<file path="src/rtl/uart_tx_sched.sv">
// Round-robin scheduler sharing one UART transmitter between NREQ requesters.
// Each grant sends one frame: sync byte, requester id, then payload bytes LSB first.
module uart_tx_sched #(
  parameter int         NREQ          = 4,
  parameter int         MSG_BYTES     = 4,
  parameter logic [7:0] SYNC_BYTE     = 8'hA5,
  parameter int         START_TIMEOUT = 16
) (
  input  logic                        clk,
  input  logic                        rst_n,
  input  logic [NREQ-1:0]             req,
  input  logic [NREQ*MSG_BYTES*8-1:0] req_data,
  output logic [NREQ-1:0]             req_ack,
  output logic                        uart_transmit,
  output logic [7:0]                  uart_tx_byte,
  input  logic                        uart_is_transmitting,
  output logic                        busy,
  output logic                        frame_done,
  output logic                        tx_err
);
  localparam int PW = MSG_BYTES * 8;
  localparam int TW = $clog2(START_TIMEOUT) + 1;

  typedef enum logic [1:0] {IDLE, SEND, WAIT_START, WAIT_DONE} state_e;

  state_e          state_q, state_d;
  logic [2:0]      rr_ptr_q, rr_ptr_d;
  logic [2:0]      id_q, id_d;
  logic [4:0]      byte_idx_q, byte_idx_d;
  logic [TW-1:0]   tmo_q, tmo_d;
  logic [PW-1:0]   buf_q, buf_d;
  logic [NREQ-1:0] req_ack_q, req_ack_d;
  logic            uart_transmit_q, uart_transmit_d;
  logic [7:0]      uart_tx_byte_q, uart_tx_byte_d;
  logic            busy_q, busy_d;
  logic            frame_done_q, frame_done_d;
  logic            tx_err_q, tx_err_d;

  logic            found;
  logic [2:0]      win;
  logic [PW-1:0]   win_data;
  logic [7:0]      cur_byte;
  logic [TW-1:0]   tmo_inc;

  always_comb begin
    found    = 1'b0;
    win      = '0;
    win_data = '0;
    cur_byte = SYNC_BYTE;
    tmo_inc  = (tmo_q == TW'(START_TIMEOUT)) ? tmo_q : tmo_q + TW'(1);

    // Search above rr_ptr first, then wrap to the lowest set bit (rr_ptr itself comes last).
    for (int i = 0; i < NREQ; i++) begin
      if (!found && req[i] && (3'(i) > rr_ptr_q)) begin
        found = 1'b1;
        win   = 3'(i);
      end
    end
    for (int i = 0; i < NREQ; i++) begin
      if (!found && req[i]) begin
        found = 1'b1;
        win   = 3'(i);
      end
    end
    for (int i = 0; i < NREQ; i++) begin
      if (win == 3'(i)) win_data = req_data[i*PW +: PW];
    end

    if (byte_idx_q == 5'd1) cur_byte = {5'b0, id_q};
    for (int k = 0; k < MSG_BYTES; k++) begin
      if (byte_idx_q == 5'(k + 2)) cur_byte = buf_q[k*8 +: 8];
    end

    state_d         = state_q;
    rr_ptr_d        = rr_ptr_q;
    id_d            = id_q;
    byte_idx_d      = byte_idx_q;
    tmo_d           = tmo_q;
    buf_d           = buf_q;
    req_ack_d       = '0;
    uart_transmit_d = 1'b0;
    uart_tx_byte_d  = uart_tx_byte_q;
    busy_d          = busy_q;
    frame_done_d    = 1'b0;
    tx_err_d        = 1'b0;

    case (state_q)
      IDLE: begin
        if (found) begin
          buf_d      = win_data;
          id_d       = win;
          rr_ptr_d   = win;
          req_ack_d  = NREQ'(1) << win;
          byte_idx_d = '0;
          busy_d     = 1'b1;
          state_d    = SEND;
        end
      end
      SEND: begin
        if (!uart_is_transmitting) begin
          uart_tx_byte_d  = cur_byte;
          uart_transmit_d = 1'b1;
          tmo_d           = '0;
          state_d         = WAIT_START;
        end
      end
      WAIT_START: begin
        if (uart_is_transmitting) begin
          state_d = WAIT_DONE;
        end else begin
          tmo_d = tmo_inc;
          // The UART never picked the byte up; retry the same byte from SEND.
          if (tmo_inc == TW'(START_TIMEOUT)) begin
            tx_err_d = 1'b1;
            state_d  = SEND;
          end
        end
      end
      WAIT_DONE: begin
        if (!uart_is_transmitting) begin
          if (byte_idx_q == 5'(MSG_BYTES + 1)) begin
            frame_done_d = 1'b1;
            busy_d       = 1'b0;
            state_d      = IDLE;
          end else begin
            byte_idx_d = byte_idx_q + 5'd1;
            state_d    = SEND;
          end
        end
      end
      default: state_d = IDLE;
    endcase
  end

  always_ff @(posedge clk) begin
    if (!rst_n) begin
      state_q         <= IDLE;
      rr_ptr_q        <= 3'(NREQ - 1);
      id_q            <= '0;
      byte_idx_q      <= '0;
      tmo_q           <= '0;
      buf_q           <= '0;
      req_ack_q       <= '0;
      uart_transmit_q <= 1'b0;
      uart_tx_byte_q  <= '0;
      busy_q          <= 1'b0;
      frame_done_q    <= 1'b0;
      tx_err_q        <= 1'b0;
    end else begin
      state_q         <= state_d;
      rr_ptr_q        <= rr_ptr_d;
      id_q            <= id_d;
      byte_idx_q      <= byte_idx_d;
      tmo_q           <= tmo_d;
      buf_q           <= buf_d;
      req_ack_q       <= req_ack_d;
      uart_transmit_q <= uart_transmit_d;
      uart_tx_byte_q  <= uart_tx_byte_d;
      busy_q          <= busy_d;
      frame_done_q    <= frame_done_d;
      tx_err_q        <= tx_err_d;
    end
  end

  assign req_ack       = req_ack_q;
  assign uart_transmit = uart_transmit_q;
  assign uart_tx_byte  = uart_tx_byte_q;
  assign busy          = busy_q;
  assign frame_done    = frame_done_q;
  assign tx_err        = tx_err_q;

endmodule

</file>
<file path="config.mk">
export PLATFORM = sky130hd
export DESIGN_NAME = uart_tx_sched
export DESIGN_NICKNAME = d
export VERILOG_FILES = /design/src/rtl/uart_tx_sched.sv
export SDC_FILE = /design/constraint.sdc
export NUM_CORES = 1
export LEC_CHECK = 0
export BUFFER_PORTS_ARGS = -buffer_cell sky130_fd_sc_hd__buf_2
export CAP_MARGIN = 20
export CORE_ASPECT_RATIO = 1.5
export CORE_MARGIN = 10
export CORE_UTILIZATION = 51
export DETAILED_ROUTE_END_ITERATION = 10
export PLACE_DENSITY_LB_ADDON = 0.3
export SYNTH_ARGS = -nofsm -noshare
export SYNTH_HDL_FRONTEND = slang
export SYNTH_SLANG_ARGS = --single-unit
</file>
<file path="constraint.sdc">
create_clock -name clk -period 2.3 [get_ports clk]
set_input_delay 0.115 -clock clk [delete_from_list [all_inputs] [get_ports clk]]
set_output_delay 0.115 -clock clk [all_outputs]
set_load 0.01 [all_outputs]
</file>
# ---- Word level (Yosys, flattened, before mapping)
# Index checks and enable logic that the tools add are counted.
dict set report classes {
  n_addsub 2
  reduce_logical 32
  n_mul 0
  n_eq_ne 20
  bitwise_logic 4
  mux 46
  order_cmp 4
  shifts 1
  div 0
}
# operator n
set op_table {}
lappend op_table {{32-bit 2-to-1 mux} 4}
lappend op_table {{8-bit 2-to-1 mux} 5}
lappend op_table {{5-bit 2-to-1 mux} 6}
lappend op_table {{5-bit one-hot mux with 2 select lines} 2}
lappend op_table {{3-bit 2-to-1 mux} 6}
lappend op_table {{1-bit 2-to-1 mux} 16}
lappend op_table {{2-bit != test (second input constant)} 6}
lappend op_table {{4-bit AND reduction} 3}
lappend op_table {{1-bit logical AND} 11}
lappend op_table {{5-bit by 1-bit adder with 5-bit output (second input constant)} 2}
lappend op_table {{5-bit by 2-bit == test with 1-bit output (second input constant)} 2}
lappend op_table {{5-bit by 3-bit == test with 1-bit output (second input constant)} 2}
lappend op_table {{5-bit == test (second input constant)} 2}
lappend op_table {{2-bit 2-to-1 mux} 5}
lappend op_table {{2-bit one-hot mux with 4 select lines} 1}
lappend op_table {{1-bit zero test} 7}
lappend op_table {{3-bit by 2-bit == test with 1-bit output (second input constant)} 2}
lappend op_table {{1-bit by 3-bit greater-than comparator with 1-bit output (first input constant)} 2}
lappend op_table {{2-bit by 3-bit greater-than comparator with 1-bit output (first input constant)} 2}
lappend op_table {{2-bit AND reduction} 3}
lappend op_table {{3-bit AND reduction} 2}
lappend op_table {{3-bit OR reduction} 2}
lappend op_table {{5-bit by 1-bit == test with 1-bit output (second input constant)} 1}
lappend op_table {{2-bit == test (second input constant)} 2}
lappend op_table {{other kinds (9)} 13}
dict set report totals {
  rom_bits 0
  word_cells 121
  memories 0
  ram_bits 0
  register_bits 66
  latch_bits 0
}

# ---- Depth between registers and ports, before layout
dict set report logic_depth {
  depth_word 32
  mapped_depth 8
  ltp_nobuf 7
}

# ---- Worst setup path before layout
# No wires, ideal clock.
dict set report synth_path {
  path_kind {reg-to-reg}
  from {register byte_idx_q[1]}
  to {register byte_idx_q[3]}
  stages_incl_launch_ff 9
  t_arrival_ns 1.736
  path_slack_ns 0.450
  required_time_ns 2.186
  cell_sequence {dfxtp_1 -> inv_1 -> ha_1 -> buf_2 -> nor4bb_1 -> o2bb2ai_1 -> nand4_1 -> xor2_1 -> nor2_1}
}
dict set report synth_between {
  elab_chain_len 4
  elab_cells_between_ends 7
  cone_classes {add/sub: 1; eq/ne: 2; mux: 3; reduce/logical: 1}
}
# item line_no
set synth_rtl {}
lappend synth_rtl {{start: declaration} 29} ;# logic [4:0] byte_idx_q, byte_idx_d;
lappend synth_rtl {{start signal: assignment} 153} ;# byte_idx_q <= byte_idx_d;
lappend synth_rtl {{5-bit by 1-bit adder with 5-bit output} 126} ;# byte_idx_d = byte_idx_q + 5'd1;
lappend synth_rtl {{5-bit 2-to-1 mux} 121} ;# if (byte_idx_q == 5'(MSG_BYTES + 1)) begin
lappend synth_rtl {{5-bit 2-to-1 mux} 120} ;# if (!uart_is_transmitting) begin
lappend synth_rtl {{5-bit one-hot mux with 2 select lines} 87} ;# case (state_q)
# Several ways; a longest one is shown, not always the timed one. The select of a mux whose other input is x is not followed.
# A chain may end at the register's enable or synchronous reset.

# ---- Worst setup path after layout
dict set report layout_path {
  from {register rr_ptr_q[1]}
  to {register buf_q[27]}
}
dict set report layout_between {
  elab_chain_len 32
  elab_cells_between_ends 46
  cone_classes {order compare: 4; eq/ne: 3; mux: 19; reduce/logical: 20}
}
# item line_no
set layout_rtl {}
lappend layout_rtl {{start: declaration} 27} ;# logic [2:0] rr_ptr_q, rr_ptr_d;
lappend layout_rtl {{start signal: assignment} 138} ;# rr_ptr_q <= 3'(NREQ - 1);
lappend layout_rtl {{start signal: assignment} 151} ;# rr_ptr_q <= rr_ptr_d;
lappend layout_rtl {{1-bit by 3-bit greater-than comparator with 1-bit output} 54} ;# if (!found && req[i] && (3'(i) > rr_ptr_q)) begin
lappend layout_rtl {{1-bit logical AND} 54}
lappend layout_rtl {{1-bit 2-to-1 mux} 54}
lappend layout_rtl {{1-bit zero test} 54}
lappend layout_rtl {{1-bit logical AND (2 in series)} 54}
lappend layout_rtl {{1-bit 2-to-1 mux} 54}
lappend layout_rtl {{1-bit zero test} 54}
lappend layout_rtl {{1-bit logical AND (2 in series)} 54}
lappend layout_rtl {{[... 11 more ...]} n/a}
lappend layout_rtl {{1-bit zero test} 60} ;# if (!found && req[i]) begin
lappend layout_rtl {{1-bit logical AND} 60}
lappend layout_rtl {{1-bit 2-to-1 mux} 60}
lappend layout_rtl {{1-bit zero test} 60}
lappend layout_rtl {{1-bit logical AND} 60}
lappend layout_rtl {{3-bit 2-to-1 mux} 60}
lappend layout_rtl {{3-bit zero test} 66} ;# if (win == 3'(i)) win_data = req_data[i*PW +: PW];
lappend layout_rtl {{32-bit 2-to-1 mux (4 in series)} 66}
lappend layout_rtl {{end signal: assignment} 155} ;# buf_q <= buf_d;
lappend layout_rtl {{end: declaration} 31} ;# logic [PW-1:0] buf_q, buf_d;
# Several ways; a longest one is shown, not always the timed one.

==> key figures <==
Place
  – Routability-driven placement congestion ratio: 0.862
  – HPWL Detailed: 10800 µm
  – Number of port buffers: 150
  – Placed cell count: about 740

CTS
  – Clock Tree Root: clkbuf_16
  – TritonCTS Buffers: 9
  – Clock slew seen by the registers of the worst setup and hold paths: 50 ps
  – Post-CTS sizing: 0
  – Postcts setup bufs: 0
  – Clock Tree Buf Depth: 2
  – Clk Latency, worst-skew pair: 340 ps
  – Clock sink count: 64
  – CTS tree: built
  – H-tree depth: 3
  – Hold_buf cts: 0

Power and ir drop
  – Pwr Total: 0.00377 W
  – PD cells: 720 nW/µm²
  – Worst vdd ir: roughly 0.43 mV
  – Lkg Pwr: 2.19 nW

Global routing
  – Vias in the first global route: 4700
  – Antenna violations before repair: 0
  – Overflow after GRT: 0
  – Pin count of the biggest net entering global routing: 53
  – Global-route wire length before repair: 23000 µm
  – Total track usage: 23.2%

STA
  – Fin crit share: 93.1%
  – Max-slew violations: 0
  – Setup violators final: 0
  – Post-layout min period: 2140 ps
  – Setup TNS: 0 ps
  – Max Clk Rate: about 470 MHz
  – Worst Tran Pin Value: 976 ps
  – Layout Skew: ~4.7 ps
  – Worst slew margin: a little over a third
  – RSZ-0062 raised after global routing: false
  – Final Hold Fails: 0

Die
  – Row Count: 40
  – Core ar.: between 8000 and 9000 µm²
  – Initial Util: 52.3%
  – Chip Width: 94.0 µm
  – Die height: 131 µm
  – Die ar.: between 10000 and 15000 µm²
  – I/O pin count: 151

Finish
  – Non-Filler Instances: 750
  – Layout area overhead: 25.0%
  – Nets: 782
  – Core Util, Final: around 65%
  – Share of layout cells above drive strength 1: between 30% and 40%
  – # diodes: 0

Synth
  – Cells after synthesis: 514
  – Top post-synthesis cells by area: dfxtp_1 (31%), a22o_1 (5.6%), a32oi_1 (5.4%)
  – Post-synth EDFFs: 0
  – Post-synthesis sequential area ratio: 30.6%
  – Mapped Nets: 655
  – Area share of the largest cell type after synthesis: 30.6%
  – Primary FF master, synth: dfxtp_1
  – Avg Cell Area, Syn: 8.15 µm²
  – Post-Syn Area: 4190 µm²
  – Synth cell types: 62
  – Area leader, netlist: dfxtp_1
  – Yosys warns: 0
  – Yosys reg bits: 64
  – Share of async-settable or async-resettable flops after synthesis: 0%

Worst setup path
  – Crit path DAT: around 2400 ps
  – Critical path's slowest cell: o211a_1
  – R2r startpoint: rr_ptr_q[1]$_SDFFE_PN1P_
  – CP endpoint: buf_q[27]$_SDFFE_PN0P_
  – Setup crit start: rr_ptr_q[1]$_SDFFE_PN1P_
  – Top Family by Delay on Critical Path: compound AO/OA/AOI/OAI gates
  – R2r setup slk: approximately 160 ps
  – CP Cell Sequence: o21ai_0 -> o211a_1 -> a22o_1 -> a32oi_1 -> o21ai_1
  – FF-to-FF path depth: 5
  – CP Capture Type: flip-flop
  – R2r endpoint: buf_q[27]$_SDFFE_PN0P_
  – CP max stage delay: 640 ps
  – Critical path depth: 5
  – Buf/Inv on CP: 0
  – CP startpoint kind: flip-flop
  – Critical path type: flip-flop to flip-flop
  – Worst Path Required: approximately 2500 ps
  – Worst-path fanout max: 28

Worst hold path
  – Class of the worst hold path: input pin to flip-flop

Job
  – Max cap viols: 0

Drt
  – Vias: 4722
  – Routed WL: 14500 µm
  – Wire per inst: slightly below 20 µm
  – Drt via density: 6.30
  – Drt drc: 0
  – DR iter-0 viols: 362
  – Post-route ant nets: 0
  – 1st-pass router iterations: 5

Run status
  – Status: completed
[metal layers]
metal | wire [µm] | GRT usage [%] | up-vias
met4 | 386 | 9.33 | 0
li1 | - | - | 2225
met3 | 1010 | 6.17 | 30
met2 | 7470 | 40.6 | 237
met1 | 5660 | 25.9 | 2230
met5 | 0 | 0 | -
[synth_stat cells (all sizes together) (5+ instances only)]
cell and count:
a221oi 9, nand2b 6, nor2 31, nand2 34
a32oi 26, o32ai 6, dfxtp 64, o21a 7
a21oi 20, inv 20, nand3b 26, nand3 32
o22ai 5, a2bb2oi 6, clkbuf 19, nor3 10
ha 6, a22oi 28, o21ai 54, a22o 27
buf 30
[stage by stage]
step	hold WS [ps]	cell area, µm²	setup slack, ps
6_report	53.6	5240	158
5_1_grt	69.6	5240	4.42
4_1_cts	48.1	5240	208
3_5_place_dp	399	4930	212
3_3_place_gp	395	4930	321
2_1_floorplan	253	4190	450
[final cells by class]
cell class / instances / area, µm²
fill: 725 / 2770
clock inverter: 2 / 37.5
sequential: 64 / 1280
tap: 105 / 131
clock buffer: 13 / 270
inverter: 20 / 75.1
multi-input combinational: 381 / 2550
timing repair buffer: 165 / 888
[where the power goes]
| group | total, W | internal (W) | switching, W |
|---|---|---|---|
| sequential | 0.00137 | 0.00125 | 0.000122 |
| clock | 0.00140 | 0.000920 | 0.000477 |
| combinational | 0.000998 | 0.000434 | 0.000565 |
| total | 0.00377 | 0.00260 | 0.00116 |
[worst min-delay path by stage]
stage                                         endpoint    startpoint  cells past startpoint  slack (ps)
after floorplan           uart_tx_byte[0]$_SDFFE_PN0P_         rst_n                      2         250
after global placement           buf_q[1]$_SDFFE_PN0P_   req_data[1]                      3         390
after detailed placement         buf_q[1]$_SDFFE_PN0P_   req_data[1]                      3         400
after CTS                        buf_q[1]$_SDFFE_PN0P_   req_data[1]                      3          50
after global routing            buf_q[21]$_SDFFE_PN0P_  req_data[21]                      3          70
final                            buf_q[1]$_SDFFE_PN0P_   req_data[1]                      3          50
[layout by cell type (no fill, tap or decap), drive strengths merged, types with 3 or more instances in the layout]
cell / netlist / final
nand3: 32 / 32
nor4: 3 / 3
a32oi: 26 / 26
o21ai: 54 / 54
buf: 30 / 165
clkbuf: 19 / 13
a221oi: 9 / 9
dfxtp: 64 / 64
nand2: 34 / 34
nand2b: 6 / 6
a22o: 27 / 27
nor2b: 3 / 3
nand3b: 26 / 26
a22oi: 28 / 28
a222oi: 3 / 3
o22ai: 5 / 5
ha: 6 / 6
nor2: 31 / 31
o21a: 7 / 7
xor2: 4 / 4
o2bb2ai: 4 / 4
o32ai: 6 / 6
a21oi: 20 / 20
nor3: 10 / 10
a2bb2oi: 6 / 6
inv: 20 / 20
a31oi: 3 / 3
[state kept, by name (all words and copies together) (netlist names)]
name and cells:
buf_q 32, uart_tx_byte 8, byte_idx_q 5, tmo_q 5, req_ack 4, id_q 2
rr_ptr_q 2, state_q 2, busy 1, frame_done 1, tx_err 1, uart_transmit 1
[worst register-to-register path, stage by stage, from the launching register on]
cell and delay (ps):
dfxtp_1 500, o21ai_0 240, o211a_1 640, a22o_1 360, a32oi_1 200, o21ai_1 90
[cells by family after synthesis]
kind of cell,synth area share [%]
fa+ha+maj,1.79
mux,0.269
flops,30.6
compound gates,36.7
buf+inv,8.63
simple gates,20.9
xor+xnor,1.05
No activity file was read; power rests on OpenSTA's default activity.
